===== src/rtl/dm_lsu_pkg.sv =====
// Shared types and constants for the dm_lsu load/store unit.
// DM_LSU_MISALIGN_CHECK_EN adds the ERR state used for misaligned requests.
package lsu_pkg;

    typedef enum logic [1:0] {
        BYTE = 2'b00,
        HALF = 2'b01,
        WORD = 2'b10
    } lsu_size_e;

    typedef enum logic [2:0] {
        IDLE,
        RD,
        LD_DONE,
        MERGE,
        WR,
        ST_DONE
`ifdef DM_LSU_MISALIGN_CHECK_EN
        ,
        ERR
`endif
    } lsu_state_e;

    localparam logic [31:0] DM_WR_ALL = 32'hFFFF_FFFF;

    function automatic lsu_size_e decode_size(input logic [1:0] raw);
        case (raw)
            2'b00:   decode_size = BYTE;
            2'b01:   decode_size = HALF;
            default: decode_size = WORD;
        endcase
    endfunction

    function automatic logic is_misaligned(input lsu_size_e size, input logic [1:0] off);
        case (size)
            HALF:    is_misaligned = off[0];
            WORD:    is_misaligned = (off != 2'b00);
            default: is_misaligned = 1'b0;
        endcase
    endfunction

endpackage


===== src/rtl/dm_lsu_if.sv =====
// Request/response handshake between the MEM stage (master) and dm_lsu (slave).
interface dm_lsu_if;

    logic        req_valid;
    logic        req_ready;
    logic        req_we;
    logic [1:0]  req_size;
    logic        req_unsigned;
    logic [31:0] req_addr;
    logic [31:0] req_wdata;
    logic        resp_valid;
    logic [31:0] resp_rdata;
    logic        resp_err;

    modport master (
        output req_valid, req_we, req_size, req_unsigned, req_addr, req_wdata,
        input  req_ready, resp_valid, resp_rdata, resp_err
    );

    modport slave (
        input  req_valid, req_we, req_size, req_unsigned, req_addr, req_wdata,
        output req_ready, resp_valid, resp_rdata, resp_err
    );

endinterface


===== src/rtl/dm_lsu_align.sv =====
// Combinational little-endian lane handling: load select/extend and store lane merge.
module dm_lsu_align
    import lsu_pkg::*;
(
    input  lsu_size_e   i_size,
    input  logic [1:0]  i_off,
    input  logic        i_unsigned,
    input  logic [31:0] i_rword,
    input  logic [31:0] i_wdata,
    output logic [31:0] o_ldata,
    output logic [31:0] o_merged
);

    logic [4:0]  w_bitpos;
    logic [7:0]  w_byte;
    logic [15:0] w_half;

    assign w_bitpos = {i_off, 3'b000};
    assign w_byte   = i_rword[w_bitpos +: 8];
    assign w_half   = i_off[1] ? i_rword[31:16] : i_rword[15:0];

    always_comb begin
        o_ldata  = i_rword;
        o_merged = i_wdata;
        case (i_size)
            BYTE: begin
                o_ldata  = {{24{~i_unsigned & w_byte[7]}}, w_byte};
                o_merged = i_rword;
                o_merged[w_bitpos +: 8] = i_wdata[7:0];
            end
            HALF: begin
                o_ldata  = {{16{~i_unsigned & w_half[15]}}, w_half};
                o_merged = i_rword;
                if (i_off[1]) o_merged[31:16] = i_wdata[15:0];
                else          o_merged[15:0]  = i_wdata[15:0];
            end
            default: begin
                o_ldata  = i_rword;
                o_merged = i_wdata;
            end
        endcase
    end

endmodule


===== src/rtl/dm_lsu.sv =====
// MEM-stage load/store unit: word accesses on DM_*, read-modify-write for sub-word stores.
// DM_LSU_MISALIGN_CHECK_EN: misaligned requests answer with resp_err; otherwise they are aligned down.
module dm_lsu
    import lsu_pkg::*;
(
    input  logic        clk,
    input  logic        rst,
    dm_lsu_if.slave     bus,
    output logic        DM_enable,
    output logic [31:0] DM_write,
    output logic [31:0] DM_address,
    output logic [31:0] DM_in,
    input  logic [31:0] DM_out
);

    lsu_state_e  r_state;
    lsu_state_e  w_next;
    logic [31:0] r_addr;
    lsu_size_e   r_size;
    logic        r_we;
    logic        r_unsigned;
    logic [31:0] r_wdata;
    logic [31:0] r_merge;

    lsu_size_e   w_req_size;
    logic        w_accept;
    logic [31:0] w_acc_addr;
    logic [31:0] w_ldata;
    logic [31:0] w_merged;

    assign w_req_size = decode_size(bus.req_size);
    assign w_accept   = bus.req_valid && (r_state == IDLE);

`ifdef DM_LSU_MISALIGN_CHECK_EN
    logic w_misal;
    assign w_misal    = is_misaligned(w_req_size, bus.req_addr[1:0]);
    assign w_acc_addr = bus.req_addr;
`else
    always_comb begin
        w_acc_addr = bus.req_addr;
        case (w_req_size)
            HALF:    w_acc_addr[0]   = 1'b0;
            WORD:    w_acc_addr[1:0] = 2'b00;
            default: ;
        endcase
    end
`endif

    dm_lsu_align u_align (
        .i_size     (r_size),
        .i_off      (r_addr[1:0]),
        .i_unsigned (r_unsigned),
        .i_rword    (DM_out),
        .i_wdata    (r_wdata),
        .o_ldata    (w_ldata),
        .o_merged   (w_merged)
    );

    always_ff @(posedge clk or negedge rst) begin
        if (!rst) r_state <= IDLE;
        else      r_state <= w_next;
    end

    always_comb begin
        w_next = r_state;
        case (r_state)
            IDLE: begin
                if (w_accept) begin
`ifdef DM_LSU_MISALIGN_CHECK_EN
                    if (w_misal)                  w_next = ERR;
                    else
`endif
                    if (!bus.req_we)              w_next = RD;
                    else if (w_req_size == WORD)  w_next = WR;
                    else                          w_next = RD;
                end
            end
            RD:      w_next = r_we ? MERGE : LD_DONE;
            LD_DONE: w_next = IDLE;
            MERGE:   w_next = WR;
            WR:      w_next = ST_DONE;
            ST_DONE: w_next = IDLE;
            default: w_next = IDLE;
        endcase
    end

    always_ff @(posedge clk or negedge rst) begin
        if (!rst) begin
            r_addr     <= '0;
            r_size     <= BYTE;
            r_we       <= 1'b0;
            r_unsigned <= 1'b0;
            r_wdata    <= '0;
            r_merge    <= '0;
        end else begin
            if (w_accept) begin
                r_addr     <= w_acc_addr;
                r_size     <= w_req_size;
                r_we       <= bus.req_we;
                r_unsigned <= bus.req_unsigned;
                r_wdata    <= bus.req_wdata;
            end
            // Old word arrives in MERGE; fold in the store lanes so WR drives it as-is.
            if (r_state == MERGE) r_merge <= w_merged;
        end
    end

    always_comb begin
        bus.req_ready  = (r_state == IDLE);
        bus.resp_valid = 1'b0;
        bus.resp_rdata = '0;
        bus.resp_err   = 1'b0;
        DM_enable      = 1'b0;
        DM_write       = '0;
        DM_address     = '0;
        DM_in          = '0;
        case (r_state)
            RD: begin
                DM_enable  = 1'b1;
                DM_address = {2'b00, r_addr[31:2]};
            end
            LD_DONE: begin
                bus.resp_valid = 1'b1;
                bus.resp_rdata = w_ldata;
            end
            WR: begin
                DM_enable  = 1'b1;
                DM_write   = DM_WR_ALL;
                DM_address = {2'b00, r_addr[31:2]};
                DM_in      = (r_size == WORD) ? r_wdata : r_merge;
            end
            ST_DONE: bus.resp_valid = 1'b1;
`ifdef DM_LSU_MISALIGN_CHECK_EN
            ERR: begin
                bus.resp_valid = 1'b1;
                bus.resp_err   = 1'b1;
            end
`endif
            default: ;
        endcase
    end

endmodule


===== src/flat_wrapper.sv =====
// flat-port wrapper written by rule: the top's interface ports become plain ports
module dm_lsu_flat import lsu_pkg::*;
  (clk, rst, DM_enable, DM_write, DM_address, DM_in, DM_out, bus_req_valid, bus_req_we, bus_req_size, bus_req_unsigned, bus_req_addr, bus_req_wdata, bus_req_ready, bus_resp_valid, bus_resp_rdata, bus_resp_err);
  dm_lsu_if bus_i ();
  input  logic clk;
  input  logic rst;
  output logic DM_enable;
  output logic [31:0] DM_write;
  output logic [31:0] DM_address;
  output logic [31:0] DM_in;
  input  logic [31:0] DM_out;
  input wire logic [$bits(bus_i.req_valid)-1:0] bus_req_valid;
  input wire logic [$bits(bus_i.req_we)-1:0] bus_req_we;
  input wire logic [$bits(bus_i.req_size)-1:0] bus_req_size;
  input wire logic [$bits(bus_i.req_unsigned)-1:0] bus_req_unsigned;
  input wire logic [$bits(bus_i.req_addr)-1:0] bus_req_addr;
  input wire logic [$bits(bus_i.req_wdata)-1:0] bus_req_wdata;
  output wire logic [$bits(bus_i.req_ready)-1:0] bus_req_ready;
  output wire logic [$bits(bus_i.resp_valid)-1:0] bus_resp_valid;
  output wire logic [$bits(bus_i.resp_rdata)-1:0] bus_resp_rdata;
  output wire logic [$bits(bus_i.resp_err)-1:0] bus_resp_err;
  assign bus_i.req_valid = bus_req_valid;
  assign bus_i.req_we = bus_req_we;
  assign bus_i.req_size = bus_req_size;
  assign bus_i.req_unsigned = bus_req_unsigned;
  assign bus_i.req_addr = bus_req_addr;
  assign bus_i.req_wdata = bus_req_wdata;
  assign bus_req_ready = bus_i.req_ready;
  assign bus_resp_valid = bus_i.resp_valid;
  assign bus_resp_rdata = bus_i.resp_rdata;
  assign bus_resp_err = bus_i.resp_err;
  dm_lsu u_core (.clk(clk), .rst(rst), .bus(bus_i), .DM_enable(DM_enable), .DM_write(DM_write), .DM_address(DM_address), .DM_in(DM_in), .DM_out(DM_out));
endmodule

===== config.mk =====
export PLATFORM = sky130hd
export DESIGN_NAME = dm_lsu_flat
export DESIGN_NICKNAME = d
export VERILOG_FILES = /design/src/rtl/dm_lsu_pkg.sv /design/src/rtl/dm_lsu_if.sv /design/src/rtl/dm_lsu_align.sv /design/src/rtl/dm_lsu.sv /design/src/flat_wrapper.sv
export SDC_FILE = /design/constraint.sdc
export NUM_CORES = 1
export LEC_CHECK = 0
export CORE_MARGIN = 2
export CORE_UTILIZATION = 40
export CTS_CLUSTER_SIZE = 24
export DETAILED_ROUTE_END_ITERATION = 12
export PLACE_DENSITY_LB_ADDON = 0.15
export RECOVER_POWER = 25
export SKIP_LAST_GASP = 1
export SLEW_MARGIN = 10
export SYNTH_ARGS = -nofsm -noshare
export SYNTH_HDL_FRONTEND = slang
export SYNTH_SLANG_ARGS = --single-unit

===== constraint.sdc =====
create_clock -name clk -period 2.3 [get_ports clk]
set_clock_uncertainty 0.05 [all_clocks]
set_input_delay 0.46 -clock clk [delete_from_list [all_inputs] [get_ports clk]]
set_output_delay 0.46 -clock clk [all_outputs]
set_load 0.005 [all_outputs]

==> impl_results.md <==
- Status: complete, but fails checks
- Violated checks: setup timing
- Count leader, synth: nand2_1
- Count of final setup violators: 80
- Synth Flop Type: dfrtp_1
- Hold depth: 1
- Required @ worst endpoint: 1.79 ns
- CP Launch Type: flop
- Layout area overhead: 66.6%
- Setup crit start: u_core.r_size[0]
- Die width: 132 um
- Fillers: 1,270
- Die Y: 132 um
- Non-Filler Instances: 1,263
- Fin. Hold Viols: 0
- Crit path buf inv count: 4
- Post-Synth XOR/XNOR Area: 0.00133
- Nets: 1,151
- Worst hold path class: flop to flop
- Floorplan core area: 15,900 um^2
- Fin crit period: 2.58 ns
- Lkg Pwr: 0.00512 uW
- Die area: 17,500 um^2
- Data arrival, critical path: 2.07 ns
- Fin crit share: 1.12
- Pwr dens: 1350 nW/um^2
- First-pass GRT wire length: 39.9 mm
- Finished layout cell area: 10,900 um^2
- Initial Util: 0.412
- Pin count of the biggest net entering global routing: 52
- Dpl ws: -1.01 ns
- Area share of fa/ha/maj cells after synthesis: 0.00953
- Gpl congestion: 0.933
- Reg area: 2580 um^2
- Distinct cells, synth: 48
- Multi-input logic area: 3990 um^2
- Vias per cell: 5.51
- Synthesized flop and latch total: 103
- Setup WS post-layout: -0.285 ns
- Max incr delay on CP: 0.42 ns
- DR vias: 6,964
- H-tree depth: 3
- RSZ-0062 raised after global routing: yes
- Hpwl dp: 17.9 mm
- Sequential area share after synthesis: 0.393
- Critical R2R Capture: u_core.r_merge[31]
- Mux cell area share after synthesis: 0.153
- Antenna diodes: 0
- CTS tree: built
- CP max stage cell: dfrtp_2
- Worst-Margin Slew: 1.19 ns
- R2R setup slack: 0.07 ns
- MaxCap Viol Count: 0
- Initial antenna violation count: 0
- First drt pass iteration count: 7
- Cell count after synthesis: 719
- Worst-skew pair later-pin latency: 0.36 ns
- Setup TNS: -14.22 ns
- Worst setup EP type: output pin
- DRC violation count after routing: 0
- Placed cells: 1,182
- List of most frequent post-synthesis cells: 116 x nand2_1, 103 x dfrtp_1, 77 x mux2_2
- Placed Area: 9500 um^2
- Syn avg cell area: 9.13 um^2
- Max-slew violation count: 0
- Final Core Density: 0.686
- Slew headroom: 0.206
- Num rows: 46
- Clk sinks: 103
- Reg2Reg Depth: 10
- Synth top area share: 0.393
- Gr usage total: 0.291
- Layout cell share with drive strength beyond 1: 0.447
- # IOs: 235
- Number of synthesized flops with an enable pin: 0
- Crit path max-delay family: simple AND/OR/NAND/NOR gates
- Simple-gate portion of the synthesized area: 0.181
- Worst vdd ir: 0.898 mV
- CTS clk-pin slew, worst paths: 0.08 ns
- Clock Path Buffers: 2
- Kind of critical path: flop to output pin
- DRT iter0 DRCs: 602
- CTS Root Cell: clkbuf_16
- Min-delay src: u_core.r_addr[26]
- Reg-to-reg startpoint: u_core.r_addr[0]
- Crit-path cells: buf_4 -> buf_8 -> nand2b_4 -> buf_6 -> or3_1 -> a31oi_1 -> nor3_2 -> buf_2
- Synth Area in Compound Gates: 0.164
- Vias in the first global route: 7,072
- FFs w/ async S/R, synth: 1.00
- Synth area leader: dfrtp_1
- WL per Instance: 20.8 um
- Area contributors post-synth: dfrtp_1 39%, mux2_2 13%, nand2_1 6.6%, buf_4 4.8%, a21oi_1 4.3%
- Yosys warns: 0
- Hold Path End: u_core.r_addr[26]
- Fmax: 387 MHz
- Final WL: 26.3 mm
- Final ANT Viol Nets: 0
- CTS buffer count: 9
- Largest family of logic cells by synthesized area: simple AND/OR/NAND/NOR gates
- Critical Path Fanout Max: 5
- Post-synth design cell area: 6570 um^2
- GRT overflow: 0
- # port buffers: 231
==> layout make-up <==
class	instances	area share
inverter	23	0.00870
sequential	103	0.236
clock buffer	9	0.0206
tap	216	0.0247
timing repair buffer	400	0.341
clock inverter	6	0.00481
multi-input combinational	506	0.365
==> power by group <==
part | leakage (uW) | internal [uW] | total (uW) | switching, uW
clock | 0.000130 | 746 | 1490 | 741
combinational | 0.00379 | 5240 | 9890 | 4660
sequential | 0.00119 | 2700 | 3390 | 690
==> layout by cell type, fill, tap and decap left out, types with 28 or more instances in the layout <==
cell type	n
buf_2	49
and2_1	30
buf_4	100
clkdlybuf4s50_1	97
dfrtp_1	100
buf_6	48
mux2_2	75
clkbuf_2	28
a21oi_1	28
nand2_1	95
a21oi_2	28
==> stage by stage <==
step | power, uW | hold slack, ns
finish | 14800 | 0.454
detailed placement | 10900 | 0.318
CTS | 14000 | 0.449
global route | 15600 | 0.468
floorplan | 7350 | 0.114
global placement | 10800 | 0.318
==> registers in the layout, summed over array words and instances, names as in the netlist <==
signal,count
u_core.r_addr,32
u_core.r_merge,32
u_core.r_size,2
u_core.r_state,3
u_core.r_unsigned,1
u_core.r_wdata,32
u_core.r_we,1
==> worst max path at each step <==
stage                                     to  slack [ns]  cells after the start
final                      bus_resp_rdata[1]       -0.28                      8
after global routing      bus_resp_rdata[15]       -0.36                      7
after CTS                 bus_resp_rdata[17]       -0.31                      8
after detailed placement  bus_resp_rdata[18]       -1.01                      6
after global placement    bus_resp_rdata[22]       -0.91                      6
after floorplan                 DM_write[10]        0.15                      6
==> layer usage <==
metal	part of all wire	global-route usage	up-vias
met5	0	0	-
met4	0.030	0.0960	0
met3	0.080	0.0730	57
met2	0.48	0.492	353
met1	0.41	0.365	3415
li1	-	-	3139
==> cell families (layout without fill, tap and decap cells) <==
kind of cell             Yosys count  in the layout
adder cells (fa/ha/maj)            5              5
XOR/XNOR                           1              1
flip-flops                       103            103
multiplexers                      91             91
AND/OR/NAND/NOR                  245            245
AO/OA/AOI/OAI                    161            161
buffers and inverters            112            438
other                              1              3
==> timing repair <==
action	CTS	global route
endpoints found under the setup margin	133	146
pin swaps	34	42
gates cloned	7	3
hold buffers	1	0
hold endpoints to repair	16	0
resized for setup	371	234
buffers inserted	54	16
No activity file was read; power rests on OpenSTA's default activity.
